**src/rtl/mips_pkg.sv**
```systemverilog
// Shared MIPS definitions for the fetch stage, control decoder and ALU control.
// Holds opcode and ALUOp encodings, the bubble word and the next-PC source enum.
package mips_pkg;

  localparam logic [5:0] OP_RTYPE = 6'b000000;
  localparam logic [5:0] OP_BEQ   = 6'b000100;
  localparam logic [5:0] OP_ADDI  = 6'b001000;
  localparam logic [5:0] OP_J     = 6'b000010;

  // sll $0,$0,0: decodes as a harmless R-type, so a bubble never hits decoder x outputs.
  localparam logic [31:0] MIPS_NOP_INSTR = 32'h0000_0000;

  localparam logic [1:0] ALUOP_ADD   = 2'b00;
  localparam logic [1:0] ALUOP_SUB   = 2'b01;
  localparam logic [1:0] ALUOP_FUNCT = 2'b10;

  typedef enum logic [2:0] {
    SEL_BRANCH = 3'd0,
    SEL_JUMP   = 3'd1,
    SEL_STALL  = 3'd2,
    SEL_WAIT   = 3'd3,
    SEL_SEQ    = 3'd4
  } pc_sel_e;

  function automatic logic [31:0] jump_target(input logic [31:0] pc_plus4,
                                              input logic [31:0] instr);
    return {pc_plus4[31:28], instr[25:0], 2'b00};
  endfunction

endpackage

```
**src/rtl/if_stage_next_pc_sel.sv**
```systemverilog
// Next-PC priority mux: picks the PC source for the coming edge and tells the
// fetch stage whether to load the PC and whether IF/ID loads, holds or bubbles.
module next_pc_sel
  import mips_pkg::*;
(
  input  logic [31:0] i_pc,
  input  logic [31:0] i_pc_plus4_id,
  input  logic [31:0] i_instr_id,
  input  logic        i_valid_id,
  input  logic        i_id_jump,
  input  logic        i_branch_taken,
  input  logic [31:0] i_branch_target,
  input  logic        i_stall,
  input  logic        i_imem_valid,
  output logic [31:0] o_next_pc,
  output logic [31:0] o_pc_plus4,
  output logic        o_pc_load,
  output logic        o_ifid_load,
  output logic        o_ifid_bubble
);

  pc_sel_e     w_sel;
  logic [31:0] w_jump_target;

  assign o_pc_plus4    = i_pc + 32'd4;
  assign w_jump_target = jump_target(i_pc_plus4_id, i_instr_id);

  // Redirects sit above stall: the instruction that raised the stall is being squashed.
  always_comb begin
    w_sel = SEL_SEQ;
    if (i_branch_taken)              w_sel = SEL_BRANCH;
    else if (i_id_jump && i_valid_id) w_sel = SEL_JUMP;
    else if (i_stall)                w_sel = SEL_STALL;
    else if (!i_imem_valid)          w_sel = SEL_WAIT;
  end

  always_comb begin
    o_next_pc     = o_pc_plus4;
    o_pc_load     = 1'b0;
    o_ifid_load   = 1'b0;
    o_ifid_bubble = 1'b0;
    case (w_sel)
      SEL_BRANCH: begin
        o_next_pc     = i_branch_target;
        o_pc_load     = 1'b1;
        o_ifid_bubble = 1'b1;
      end
      SEL_JUMP: begin
        o_next_pc     = w_jump_target;
        o_pc_load     = 1'b1;
        o_ifid_bubble = 1'b1;
      end
      SEL_STALL: begin
        o_next_pc = i_pc;
      end
      SEL_WAIT: begin
        o_next_pc     = i_pc;
        o_ifid_bubble = 1'b1;
      end
      default: begin
        o_pc_load   = 1'b1;
        o_ifid_load = 1'b1;
      end
    endcase
  end

endmodule

```
**src/rtl/if_stage.sv**
```systemverilog
// Instruction-fetch stage: owns the PC and the IF/ID register, feeds opcode/func
// to the control decoder and applies branch/jump redirects, stall and memory wait.
module if_stage
  import mips_pkg::*;
#(
  parameter logic [31:0] RESET_PC  = 32'h0000_0000,
  parameter logic [31:0] NOP_INSTR = MIPS_NOP_INSTR
) (
  input  logic        clk,
  input  logic        rst,
  output logic [31:0] imem_addr,
  input  logic [31:0] imem_rdata,
  input  logic        imem_valid,
  input  logic        stall,
  input  logic        id_jump,
  input  logic        ex_branch_taken,
  input  logic [31:0] ex_branch_target,
  output logic [31:0] pc,
  output logic [31:0] instr_id,
  output logic [31:0] pc_plus4_id,
  output logic        valid_id,
  output logic [5:0]  opcode_id,
  output logic [5:0]  func_id
);

  logic [31:0] r_pc;
  logic [31:0] r_instr;
  logic [31:0] r_pc_plus4;
  logic        r_valid;

  logic [31:0] w_next_pc;
  logic [31:0] w_pc_plus4;
  logic        w_pc_load;
  logic        w_ifid_load;
  logic        w_ifid_bubble;

  next_pc_sel u_next_pc_sel (
    .i_pc            (r_pc),
    .i_pc_plus4_id   (r_pc_plus4),
    .i_instr_id      (r_instr),
    .i_valid_id      (r_valid),
    .i_id_jump       (id_jump),
    .i_branch_taken  (ex_branch_taken),
    .i_branch_target (ex_branch_target),
    .i_stall         (stall),
    .i_imem_valid    (imem_valid),
    .o_next_pc       (w_next_pc),
    .o_pc_plus4      (w_pc_plus4),
    .o_pc_load       (w_pc_load),
    .o_ifid_load     (w_ifid_load),
    .o_ifid_bubble   (w_ifid_bubble)
  );

  always_ff @(posedge clk or posedge rst) begin
    if (rst) begin
      r_pc <= RESET_PC;
    end else if (w_pc_load) begin
      r_pc <= w_next_pc;
    end
  end

  // A bubble keeps pc_plus4_id; only valid_id qualifies its contents.
  always_ff @(posedge clk or posedge rst) begin
    if (rst) begin
      r_instr    <= NOP_INSTR;
      r_pc_plus4 <= 32'h0000_0000;
      r_valid    <= 1'b0;
    end else if (w_ifid_bubble) begin
      r_instr <= NOP_INSTR;
      r_valid <= 1'b0;
    end else if (w_ifid_load) begin
      r_instr    <= imem_rdata;
      r_pc_plus4 <= w_pc_plus4;
      r_valid    <= 1'b1;
    end
  end

  assign imem_addr   = r_pc;
  assign pc          = r_pc;
  assign instr_id    = r_instr;
  assign pc_plus4_id = r_pc_plus4;
  assign valid_id    = r_valid;
  assign opcode_id   = r_instr[31:26];
  assign func_id     = r_instr[5:0];

endmodule

```
**config.mk**
```make
export PLATFORM = sky130hd
export DESIGN_NAME = if_stage
export DESIGN_NICKNAME = d
export VERILOG_FILES = /design/src/rtl/mips_pkg.sv /design/src/rtl/if_stage_next_pc_sel.sv /design/src/rtl/if_stage.sv
export SDC_FILE = /design/constraint.sdc
export NUM_CORES = 1
export LEC_CHECK = 0
export CORE_MARGIN = 2
export CORE_UTILIZATION = 38
export CTS_CLUSTER_DIAMETER = 40
export CTS_CLUSTER_SIZE = 8
export DETAILED_ROUTE_END_ITERATION = 6
export GPL_TIMING_DRIVEN = 0
export PLACE_DENSITY_LB_ADDON = 0.08
export REMOVE_ABC_BUFFERS = 1
export SYNTH_ARGS = -nofsm -noshare
export SYNTH_HDL_FRONTEND = slang
export SYNTH_SLANG_ARGS = --single-unit
```
**constraint.sdc**
```tcl
create_clock -name clk -period 3.5 [get_ports clk]
set_input_delay 0.7 -clock clk [delete_from_list [all_inputs] [get_ports clk]]
set_output_delay 0.7 -clock clk [all_outputs]
set_load 0.02 [all_outputs]
```
# Word-level counts from Yosys, hierarchy flattened
# Cells that the tools add are included.
classes:
  n_eq_ne: 4
  n_bitwise: 2
  mux: 10
  n_reduce_logical: 6
  addsub: 1
ops:
  columns: ["op", "count"]
  rows:
  - ["$mux W32", 2]
  - ["$pmux W32 S2", 1]
  - ["$add A32 B3 Y32 const B", 1]
  - ["$mux W3", 4]
  - ["$eq A3 B2 Y1 const B", 2]
  - ["$reduce_or A4 Y1", 1]
  - ["$eq A3 B1 Y1 const B", 1]
  - ["$logic_not A3 Y1", 1]
  - ["$mux W1", 3]
  - ["$reduce_or A3 Y1", 1]
  - ["$ne A2 B1 Y1 const B", 1]
  - ["$not A1 Y1", 2]
  - ["$reduce_and A2 Y1", 1]
  - ["$reduce_or A2 Y1", 1]
  - ["$logic_and A1 B1 Y1", 1]
totals:
  wordCells: 27
  output_inout_bits: 141
  register_bits: 97
  inputBits: 70

# Logic depth before layout (Yosys ltp)
# Gate-level depths: netlist of run 1.
logic_depth:
  depth_word: 9
  ltp_mapped: 7
  depth_no_buf: 6

# Cells and area by module
# From an unflattened synthesis of run 1, not the netlist that was laid out.
unflattened:
  hier_cells: 554
  hier_area_um2: 5806.8
modules_own_cells:
  columns: ["mod", "cells_per_inst", "instances", "seq_area_each_um2", "area_per_inst_um2"]
  rows:
  - ["if_stage", 289, 1, 2427.3, 4162.7]
  - ["next_pc_sel", 265, 1, 0.0, 1644.1]

# Worst setup path before layout of run 1
# OpenSTA, ideal clock, no wires.
synth_timing:
  path_kind: "input port to flip-flop"
  start: "in stall"
  end: "reg r_pc[31] (netlist: imem_addr[31])"
  stages: 6
  path_buffers: 1
  t_required_ps: 3358
  t_arrival_ps: 1922
  path_slack_ps: 1436
  setup_ps: 142
  path_cell_list: "nand2b_1 > clkbuf_1 > or4_1 > nor3_1 > xnor2_1 > o221ai_1"
synth_between:
  elab_chain_cells: 5
  elab_cells_between_ends: 9
  classes_between: "eq/ne: 3; mux: 4; reduce/logical: 2"
synth_lines:
  columns: ["item", "line_no", "text"]
  rows:
  - ["from (decl)", "if_stage.sv:14", "input logic stall,"]
  - ["$mux W3 (*)", "if_stage_next_pc_sel.sv:33", "else if (i_stall) w_sel = SEL_STALL;"]
  - ["$mux W3 (*)", "if_stage_next_pc_sel.sv:32", "else if (i_id_jump && i_valid_id) w_sel = SEL_JUMP;"]
  - ["$mux W3 (*)", "if_stage_next_pc_sel.sv:31", "if (i_branch_taken) w_sel = SEL_BRANCH;"]
  - ["$eq A3 B1 Y1 (tied with other cells)", "if_stage_next_pc_sel.sv:42", "case (w_sel)"]
  - ["$pmux W32 S2 or $reduce_or A2 Y1 (tied branches)", null, null]
  - ["to (signal assigned)", "if_stage.sv:58", "r_pc <= w_next_pc;"]
  - ["to (decl)", "if_stage.sv:26", "logic [31:0] r_pc;"]
# Every way passes the cells marked *; elsewhere a longest branch is shown, timed or not.
# A chain may end at the register's enable or synchronous reset.

# Worst setup path after layout of run 1
layout_timing:
  start: "in id_jump"
  end: "reg r_pc[28] (netlist: imem_addr[28])"
layout_between:
  elab_chain_cells: 5
  elab_cells_between_ends: 9
  classes_between: "eq/ne: 3; mux: 3; reduce/logical: 3"
layout_lines:
  columns: ["item", "line_no", "text"]
  rows:
  - ["from (decl)", "if_stage.sv:15", "input logic id_jump,"]
  - ["$logic_and A1 B1 Y1 (*)", "if_stage_next_pc_sel.sv:32", null]
  - ["$mux W3 (*)", "if_stage_next_pc_sel.sv:32", null]
  - ["$mux W3 (*)", "if_stage_next_pc_sel.sv:31", null]
  - ["$eq A3 B1 Y1 (tied with other cells)", "if_stage_next_pc_sel.sv:42", null]
  - ["$pmux W32 S2 or $reduce_or A2 Y1 (tied branches)", null, null]
# Marked as above.

==> results.yml, run 1 <==
final_layout:
  fin_nets: 780
  antennaDiodeCount: 0
  syn2layout_area_growth_pct: 42.79
  final_cell_mix: "clkdlybuf4s50_1 (209), dfrtp_1 (97), a21oi_1 (57)"
  n_fill_cell: 1283
  multiInputGateArea_um2: 2354
  final_common_cell: "clkdlybuf4s50_1"
  final_area_um2: 7591
  drive_gt1_frac: 0.05610
  regArea_um2: 2427
grt:
  antenna_found_initial: 0
  grt_use_total: 0.2201
  grt_max_degree: 56
  busiest_layer: "met2"
  met3_usage: 0.04647
  use_met2: 0.3507
  grt_pass1_wl_um: 25330
  use_met1: 0.2915
  grt_pass1_vias: 4775
  grt_remaining_overflow: 0
pwr:
  internal-power_uw: 2411
  clkPwrFrac: 0.308
  switchingPower_uw: 1101
  seqPwrFrac: 0.400
  irDropWorstVdd_mv: 0.2002
  cellPowerDensity_nw_per_um2: 462.7
  swShare: 0.3134
  combPwrFrac: 0.292
  total_power_uw: 3512
  leakage_uw: 0.002965
placed_design:
  gp_congestion: 0.8059
  io_buffers: 210
  placed_area_um2: 7272
  dp_slack_ps: -177.3
  hpwl_um: 11370
clock_network:
  cts_tree: "built"
  cts_root_buf: "clkbuf_16"
  cts_hold_buf: 0
  cts_sinks: 97
  htree_levels: 3
  cts_resized: 0
  clk_pin_slew_ps: 70
  post_cts_buffers: 0
  cts-buffers-inserted: 9
  clk_latency_ps: 350
  cts_buffer_depth: 2
floorplanning:
  rows: 43
  core_area_um2: 13770
  die_w_um: 122.3
  die_area_um2: 14950
  start_util: 0.3860
  dieHeight_um: 122.3
  io_pins: 211
setup_path:
  reg2reg_from: "valid_id$_DFFE_PP0P_"
  worstPathRequired_ps: 3730
  cp.arrival_ps: 3520
  reg2reg_to: "imem_addr[28]$_DFFE_PP0N_"
  cp-start-kind: "input port"
  crit_type: "input port to flop"
  r2r_cells: 5
  crit_path_end_kind: "flop"
  worstPathMaxFanout: 15
  rrSetupSlack_ps: 610
synthesis:
  synth_edf_count: 0
  synthFlopType: "dfrtp_1"
  synth_top_area_share: 0.4566
  ys_async_sr_fraction: 1.000
  synthDistinctLibCells: 47
  synth.cell_area_um2: 5316
  ys_seq_area_frac: 0.4566
  synthTopCellsByArea: "dfrtp_1 (46%), buf_4 (6.5%), a21oi_1 (5.4%), a22o_1 (5.3%), nand2_1 (4.0%)"
  syn_inst: 568
  synth_area_per_cell_um2: 9.360
  synth_top_area_cell: "dfrtp_1"
  synth-warning-count: 0
  ys_ff_latch: 97
timing:
  rsz0062_at_grt: "no"
  tightest_slew_ps: 1233
  finalWorstSetupSlack_ps: 208.7
  fin_crit_ps: 3291
  relSlewSlack: 0.1752
  skew_ps: 6.618
  period_share: 0.9404
  max_freq_ghz: 0.3038
  finalSetupViolCount: 0
  finalMaxSlewViolations: 0
  finalHoldViolCount: 0
status:
  status: "complete, no violations"
drt:
  drt-wirelength-per-cell_um: 18.12
  vias: 4809
  first_iter_violations: 240
  viasPerCell: 5.385
  drc_errors: 0
  first_pass_iters: 4
  finalWirelength_um: 16180
  postRouteAntennaNets: 0
worst_hold_path:
  hp-start: "pc_plus4_id[3]$_DFFE_PP0P_"
  hold_depth: 1
  hold_class: "flop to flop"
  min_to: "pc_plus4_id[3]$_DFFE_PP0P_"
run:
  maxCapViolCount: 0
[Yosys cell counts, drive strengths merged (2+ instances only)]
cell and instances:
xor2 9, and4 4, nand2 56, and2 5, a22oi 2, clkbuf 31
o31ai 3, and3 6, a22o 32, a21o 2, nor2 41, nor3b 12
o31a 2, a2bb2oi 18, dfrtp 97, mux2 5, inv 11, nand4 9
nor2b 3, xnor2 24, nor3 6, nor4 8, or3 2, a31oi 10
nand3 16, o32a 2, o21ai 29, a21oi 57, buf 55, o221ai 4
[power by group through the flow]
stage               Sequential [µW]  Combinational [µW]  Clock [µW]
CTS                            1410                1040        1100
global route                   1430                1100        1150
global placement               1420                1010           0
floorplan                      1630                 256           0
finish                         1410                1030        1080
detailed placement             1430                1030           0
[worst max-delay path: stages]
cell	delay, ps
clkdlybuf4s50_1	440
and2_1	350
nor2_1	900
nand2_1	660
o21a_1	280
o22a_1	190
[cell type report]
cell class / count / area share
tap: 180 / 0.02967
multi-input combinational: 374 / 0.3100
inverter: 11 / 0.005769
timing repair buffer: 216 / 0.2927
sequential: 97 / 0.3198
clock inverter: 5 / 0.01055
clock buffer: 10 / 0.03148
[cells by family (layout without fill, tap and decap cells)]
logic type               after synthesis  in the layout  synth area share
AND/OR/NAND/NOR                      170            170            0.1680
AO/OA/AOI/OAI                        165            165            0.2052
flip-flops                            97             97            0.4566
buffers and inverters                 97            242            0.1028
XOR/XNOR                              33             33           0.05437
multiplexers                           5              5           0.01059
adder cells (fa/ha/maj)                1              1          0.002353
[per-layer routing]
layer,routed length [µm],vias up
li1,-,2260
met4,446,0
met3,1003,31
met5,0,-
met1,7109,2335
met2,7619,183
[sequential cells by signal, summed over array words and instances (netlist names)]
name	flops
instr_id	32
valid_id	1
imem_addr	32
pc_plus4_id	32
[worst max path at each step]
| stage | cells after the start | endpoint | startpoint | slack [ps] |
|---|---|---|---|---|
| after global routing | 6 | imem_addr[28]$_DFFE_PP0N_ | id_jump | 10 |
| after global placement | 4 | pc_plus4_id[3]$_DFFE_PP0P_ | ex_branch_taken | -5260 |
| after floorplan | 3 | pc_plus4_id[0]$_DFFE_PP0P_ | id_jump | -1050 |
| after detailed placement | 6 | imem_addr[28]$_DFFE_PP0N_ | id_jump | -180 |
| final | 6 | imem_addr[28]$_DFFE_PP0N_ | id_jump | 210 |
| after CTS | 6 | imem_addr[28]$_DFFE_PP0N_ | id_jump | 180 |
[stage by stage]
stage	setup TNS, ps	hold slack, ps	std cells	util
2_1_floorplan	-57660	622.9	482	-
3_3_place_gp	-501280	493.7	872	0.5183
3_5_place_dp	-2941	496.2	878	0.5280
4_1_cts	0	511.4	893	0.5511
5_1_grt	0	520.6	893	0.5511
6_report	0	508.3	893	0.5511
No activity file was read; power rests on OpenSTA's default activity.
==> run 2, diff against run 1 <==
GPL_TIMING_DRIVEN = unset   (was 0)
==> run 2 against run 1 <==
Against the previous run:
- via count up 0.17%
- routed wire length down 0.77%
- non-clock buffer count up 4
- power down 3.7%
- die area unchanged
- worst setup slack better by 830 ps
- largest power group unchanged
==> results.yml, run 2 (synthesis results as in run 1) <==
setup_path:
  rrSetupSlack_ps: 1130
  slowest_stage: "and2_1"
  worstPathMaxFanout: 26
  critPathBufInv: 2
  reg2reg_from: "imem_addr[2]$_DFFE_PP0N_"
  crit_chain: "clkdlybuf4s50_1 -> and2_0 -> nor2_1 -> and2_1 -> buf_4 -> a22o_1"
  crit_type: "input port to flop"
  r2r_cells: 6
  reg2reg_to: "imem_addr[20]$_DFFE_PP0N_"
  cp.arrival_ps: 2750
  crit_path_end_kind: "flop"
  cp_top_family: "simple AND/OR/NAND/NOR gates"
  cpPeakStageDelay_ps: 830
  worstPathRequired_ps: 3780
  cp-start-kind: "input port"
timing:
  rsz0062_at_grt: "no"
  tightest_slew_ps: 1161
  max_freq_ghz: 0.4057
  skew_ps: 7.467
  finalMaxSlewViolations: 0
  finalHoldViolCount: 0
  fin_crit_ps: 2465
  finalWorstSetupSlack_ps: 1035
  finalSetupViolCount: 0
  relSlewSlack: 0.2234
  final.setup.tns_ps: 0
  period_share: 0.7042
clock_network:
  clk_pin_slew_ps: 60
  cts-buffers-inserted: 9
  cts_tree: "built"
  cts_resized: 0
  clk_latency_ps: 350
  post_cts_buffers: 0
  htree_levels: 3
  cts_sinks: 97
  cts_buffer_depth: 2
  cts_hold_buf: 0
  cts_root_buf: "clkbuf_16"
pwr:
  total_power_uw: 3383
  irDropWorstVdd_mv: 0.2597
  leakage_uw: 0.002951
  cellPowerDensity_nw_per_um2: 449.4
final_layout:
  drive_gt1_frac: 0.05858
  multiInputGateArea_um2: 2352
  fin_nets: 784
  regArea_um2: 2427
  final_common_cell: "clkdlybuf4s50_1"
  final_cell_mix: "clkdlybuf4s50_1 (209), dfrtp_1 (97), a21oi_1 (57)"
  n_fill_cell: 1276
  antennaDiodeCount: 0
  final_area_um2: 7528
  syn2layout_area_growth_pct: 41.61
floorplanning:
  dieHeight_um: 122.3
  rows: 43
  die_w_um: 122.3
  core_area_um2: 13770
  die_area_um2: 14950
  start_util: 0.3860
  io_pins: 211
drt:
  vias: 4817
  first_iter_violations: 335
  postRouteAntennaNets: 0
  drt-wirelength-per-cell_um: 17.90
  viasPerCell: 5.370
  finalWirelength_um: 16050
  drc_errors: 0
  first_pass_iters: 7
placed_design:
  io_buffers: 210
  dp_slack_ps: 644.8
  hpwl_um: 11370
  gp_congestion: 0.8204
  placed_area_um2: 7246
worst_hold_path:
  min_to: "pc_plus4_id[3]$_DFFE_PP0P_"
  hold_class: "flop to flop"
  hold_depth: 1
  hp-start: "pc_plus4_id[3]$_DFFE_PP0P_"
grt:
  grt_max_degree: 67
  grt_pass1_vias: 4855
  grt_remaining_overflow: 0
  grt_use_total: 0.2199
  grt_pass1_wl_um: 25500
  antenna_found_initial: 0
run:
  maxCapViolCount: 0
status:
  status: "complete, no violations"
## run 2: cell types whose count changed in the layout (fill, tap and decap cells not counted), sizes merged
cell / before / now
clkbuf: 10 / 13
clkinvlp: 2 / 1
buf: 7 / 11
bufinv: 2 / 0
## run 2: worst max-delay path by stage
stage                  from                          to  cells past startpoint
finish              id_jump    instr_id[25]$_DFFE_PP0P_                      6
CTS                 id_jump    instr_id[25]$_DFFE_PP0P_                      6
detailed placement  id_jump    instr_id[25]$_DFFE_PP0P_                      6
floorplan           id_jump  pc_plus4_id[0]$_DFFE_PP0P_                      3
global route        id_jump    instr_id[25]$_DFFE_PP0P_                      6
global placement    id_jump    instr_id[25]$_DFFE_PP0P_                      6
## run 2: cell type report
class / instances / share of cell area
clock buffer: 13 / 0.03590
clock inverter: 2 / 0.001662
inverter: 11 / 0.005817
multi-input combinational: 374 / 0.3124
sequential: 97 / 0.3224
tap: 180 / 0.02992
timing repair buffer: 220 / 0.2918
## run 2: report_power, final
part | total [µW] | leakage [µW] | switching [µW] | internal (µW)
registers | 1410 | 0.00124 | 156 | 1260
clock network | 952 | 0.000138 | 416 | 536
logic | 1020 | 0.00158 | 508 | 513
total | 3380 | 0.00295 | 1080 | 2300
## run 2: metrics by stage
step / util / hold WS [ps] / std cells
2_1_floorplan: - / 622.9 / 482
3_3_place_gp: 0.5261 / 492.3 / 882
3_5_place_dp: 0.5261 / 499.7 / 882
4_1_cts: 0.5466 / 510.6 / 897
5_1_grt: 0.5466 / 540.3 / 897
6_report: 0.5466 / 502.5 / 897
## run 2: layer usage
layer | GRT usage | vias to the layer above | part of all wire
met1 | 0.3026 | 2370 | 0.45
li1 | - | 2278 | -
met4 | 0.07687 | 0 | 0.019
met3 | 0.03810 | 18 | 0.054
met2 | 0.3503 | 151 | 0.48
met5 | 0 | - | 0
## run 2: worst register-to-register path, cell delays in order (launching register included)
cell       delay, ps
dfrtp_1          520
ha_1             320
and3_1           400
nand4_1          300
or3_1            450
a21oi_1          150
a2bb2oi_1        170
==> run 3, diff against run 2 <==
clock period = 2.5 ns   (was 3.5 ns; I/O delays follow)
==> run 3 against run 2 <==
Against the previous run:
- die area stayed put
- routed wire length is 0.54% higher
- largest power group unchanged
- worst setup slack worse by 730 ps
- largest cell class unchanged
- register-to-register slack worse by 830 ps
- critical path depth stayed put
==> results.yml, run 3 (synthesis results as in run 1) <==
clock_network:
  cts_resized: 0
  clk_pin_slew_ps: 70
  post_cts_buffers: 0
  clk_latency_ps: 350
  cts_hold_buf: 0
  cts_root_buf: "clkbuf_16"
  cts_tree: "built"
  cts-buffers-inserted: 9
  htree_levels: 3
  cts_sinks: 97
  cts_buffer_depth: 2
floorplanning:
  io_pins: 211
  die_area_um2: 14950
  dieHeight_um: 122.3
  rows: 43
  die_w_um: 122.3
  start_util: 0.3860
  core_area_um2: 13770
setup_path:
  rrSetupSlack_ps: 300
  cp-start-kind: "flop"
  r2r_cells: 6
  cp_top_family: "simple AND/OR/NAND/NOR gates"
  crit_chain: "ha_1 -> and3_1 -> nand4_1 -> or3_1 -> a21oi_1 -> a2bb2oi_1"
  cpPeakStageDelay_ps: 450
  cp.arrival_ps: 2470
  worstPathMaxFanout: 7
  crit_path_end_kind: "flop"
  slowest_stage: "or3_1"
  critPathBufInv: 0
  crit_start: "imem_addr[2]$_DFFE_PP0N_"
  worstPathRequired_ps: 2770
  reg2reg_to: "imem_addr[20]$_DFFE_PP0N_"
  reg2reg_from: "imem_addr[2]$_DFFE_PP0N_"
  crit_type: "flop to flop"
final_layout:
  drive_gt1_frac: 0.07270
  antennaDiodeCount: 0
  fin_nets: 795
  final_common_cell: "clkdlybuf4s50_1"
  final_cell_mix: "clkdlybuf4s50_1 (209), dfrtp_1 (97), a21oi_1 (57)"
  stdcell_count: 909
  final_area_um2: 7662
  syn2layout_area_growth_pct: 44.13
timing:
  rsz0062_at_grt: "no"
  fin_crit_ps: 2200
  finalWorstSetupSlack_ps: 300.5
  relSlewSlack: 0.6530
  finalMaxSlewViolations: 0
  finalSetupViolCount: 0
  skew_ps: 5.522
  tightest_slew_ps: 519.3
  period_share: 0.8798
  max_freq_ghz: 0.4546
  finalHoldViolCount: 0
worst_hold_path:
  hp-start: "pc_plus4_id[16]$_DFFE_PP0P_"
  min_to: "pc_plus4_id[16]$_DFFE_PP0P_"
  hold_depth: 1
  hold_class: "flop to flop"
status:
  status: "complete, no violations"
drt:
  first_iter_violations: 314
  finalWirelength_um: 16140
  drt-wirelength-per-cell_um: 17.75
  viasPerCell: 5.399
  first_pass_iters: 5
  vias: 4908
  postRouteAntennaNets: 0
  drc_errors: 0
placed_design:
  gp_congestion: 0.8480
  placed_area_um2: 7353
  dp_cells: 893
  io_buffers: 210
  dp_slack_ps: 153.2
  hpwl_um: 11660
pwr:
  leakage_uw: 0.003028
  cellPowerDensity_nw_per_um2: 637.6
  irDropWorstVdd_mv: 0.3017
  clkPwrFrac: 0.297
  switchingPower_uw: 1530
  seqPwrFrac: 0.401
  combPwrFrac: 0.302
  swShare: 0.3132
  internal-power_uw: 3356
run:
  maxCapViolCount: 0
grt:
  grt_pass1_wl_um: 25390
  grt_max_degree: 52
  grt_use_total: 0.2202
  grt_pass1_vias: 4798
  grt_remaining_overflow: 0
  antenna_found_initial: 0
==> run 3: worst max path at each step <==
stage | to | slack (ps) | cells past startpoint
floorplan | pc_plus4_id[0]$_DFFE_PP0P_ | -1850 | 3
detailed placement | imem_addr[31]$_DFFE_PP0N_ | 150 | 6
global placement | imem_addr[31]$_DFFE_PP0N_ | 200 | 6
finish | imem_addr[20]$_DFFE_PP0N_ | 300 | 6
CTS | imem_addr[20]$_DFFE_PP0N_ | 340 | 6
global route | imem_addr[20]$_DFFE_PP0N_ | 150 | 6
==> run 3: through the flow <==
step	util	setup TNS [ps]	total power, µW	hold slack (ps)
finish	0.5563	0	4886	506.6
global route	0.5563	0	5099	533.7
CTS	0.5563	0	4931	512.5
detailed placement	0.5339	0	3470	497.9
global placement	0.5339	0	3447	492.9
floorplan	-	-161430	2635	607.7
==> run 3: final cells by class <==
class,instances,area (µm²)
sequential,97,2427
inverter,11,43.79
clock inverter,2,35.03
tap,180,225.2
fill,1255,6111
multi-input combinational,374,2352
clock buffer,14,274.0
timing repair buffer,231,2305
==> run 3: power groups by stage <==
stage          logic [µW]  registers (µW)  clock network (µW)
6_report             1480            1960                1450
5_1_grt              1580            1990                1530
4_1_cts              1490            1960                1480
3_5_place_dp         1480            1990                   0
3_3_place_gp         1470            1980                   0
2_1_floorplan         358            2280                   0
==> run 3: per-layer routing <==
metal  vias to the layer above  global-route usage  part of all wire
met5                         -                   0                 0
met1                      2394              0.3015              0.45
met2                       196              0.3462              0.47
met3                        24             0.03764             0.063
met4                         0             0.09195             0.023
li1                       2294                   -                 -
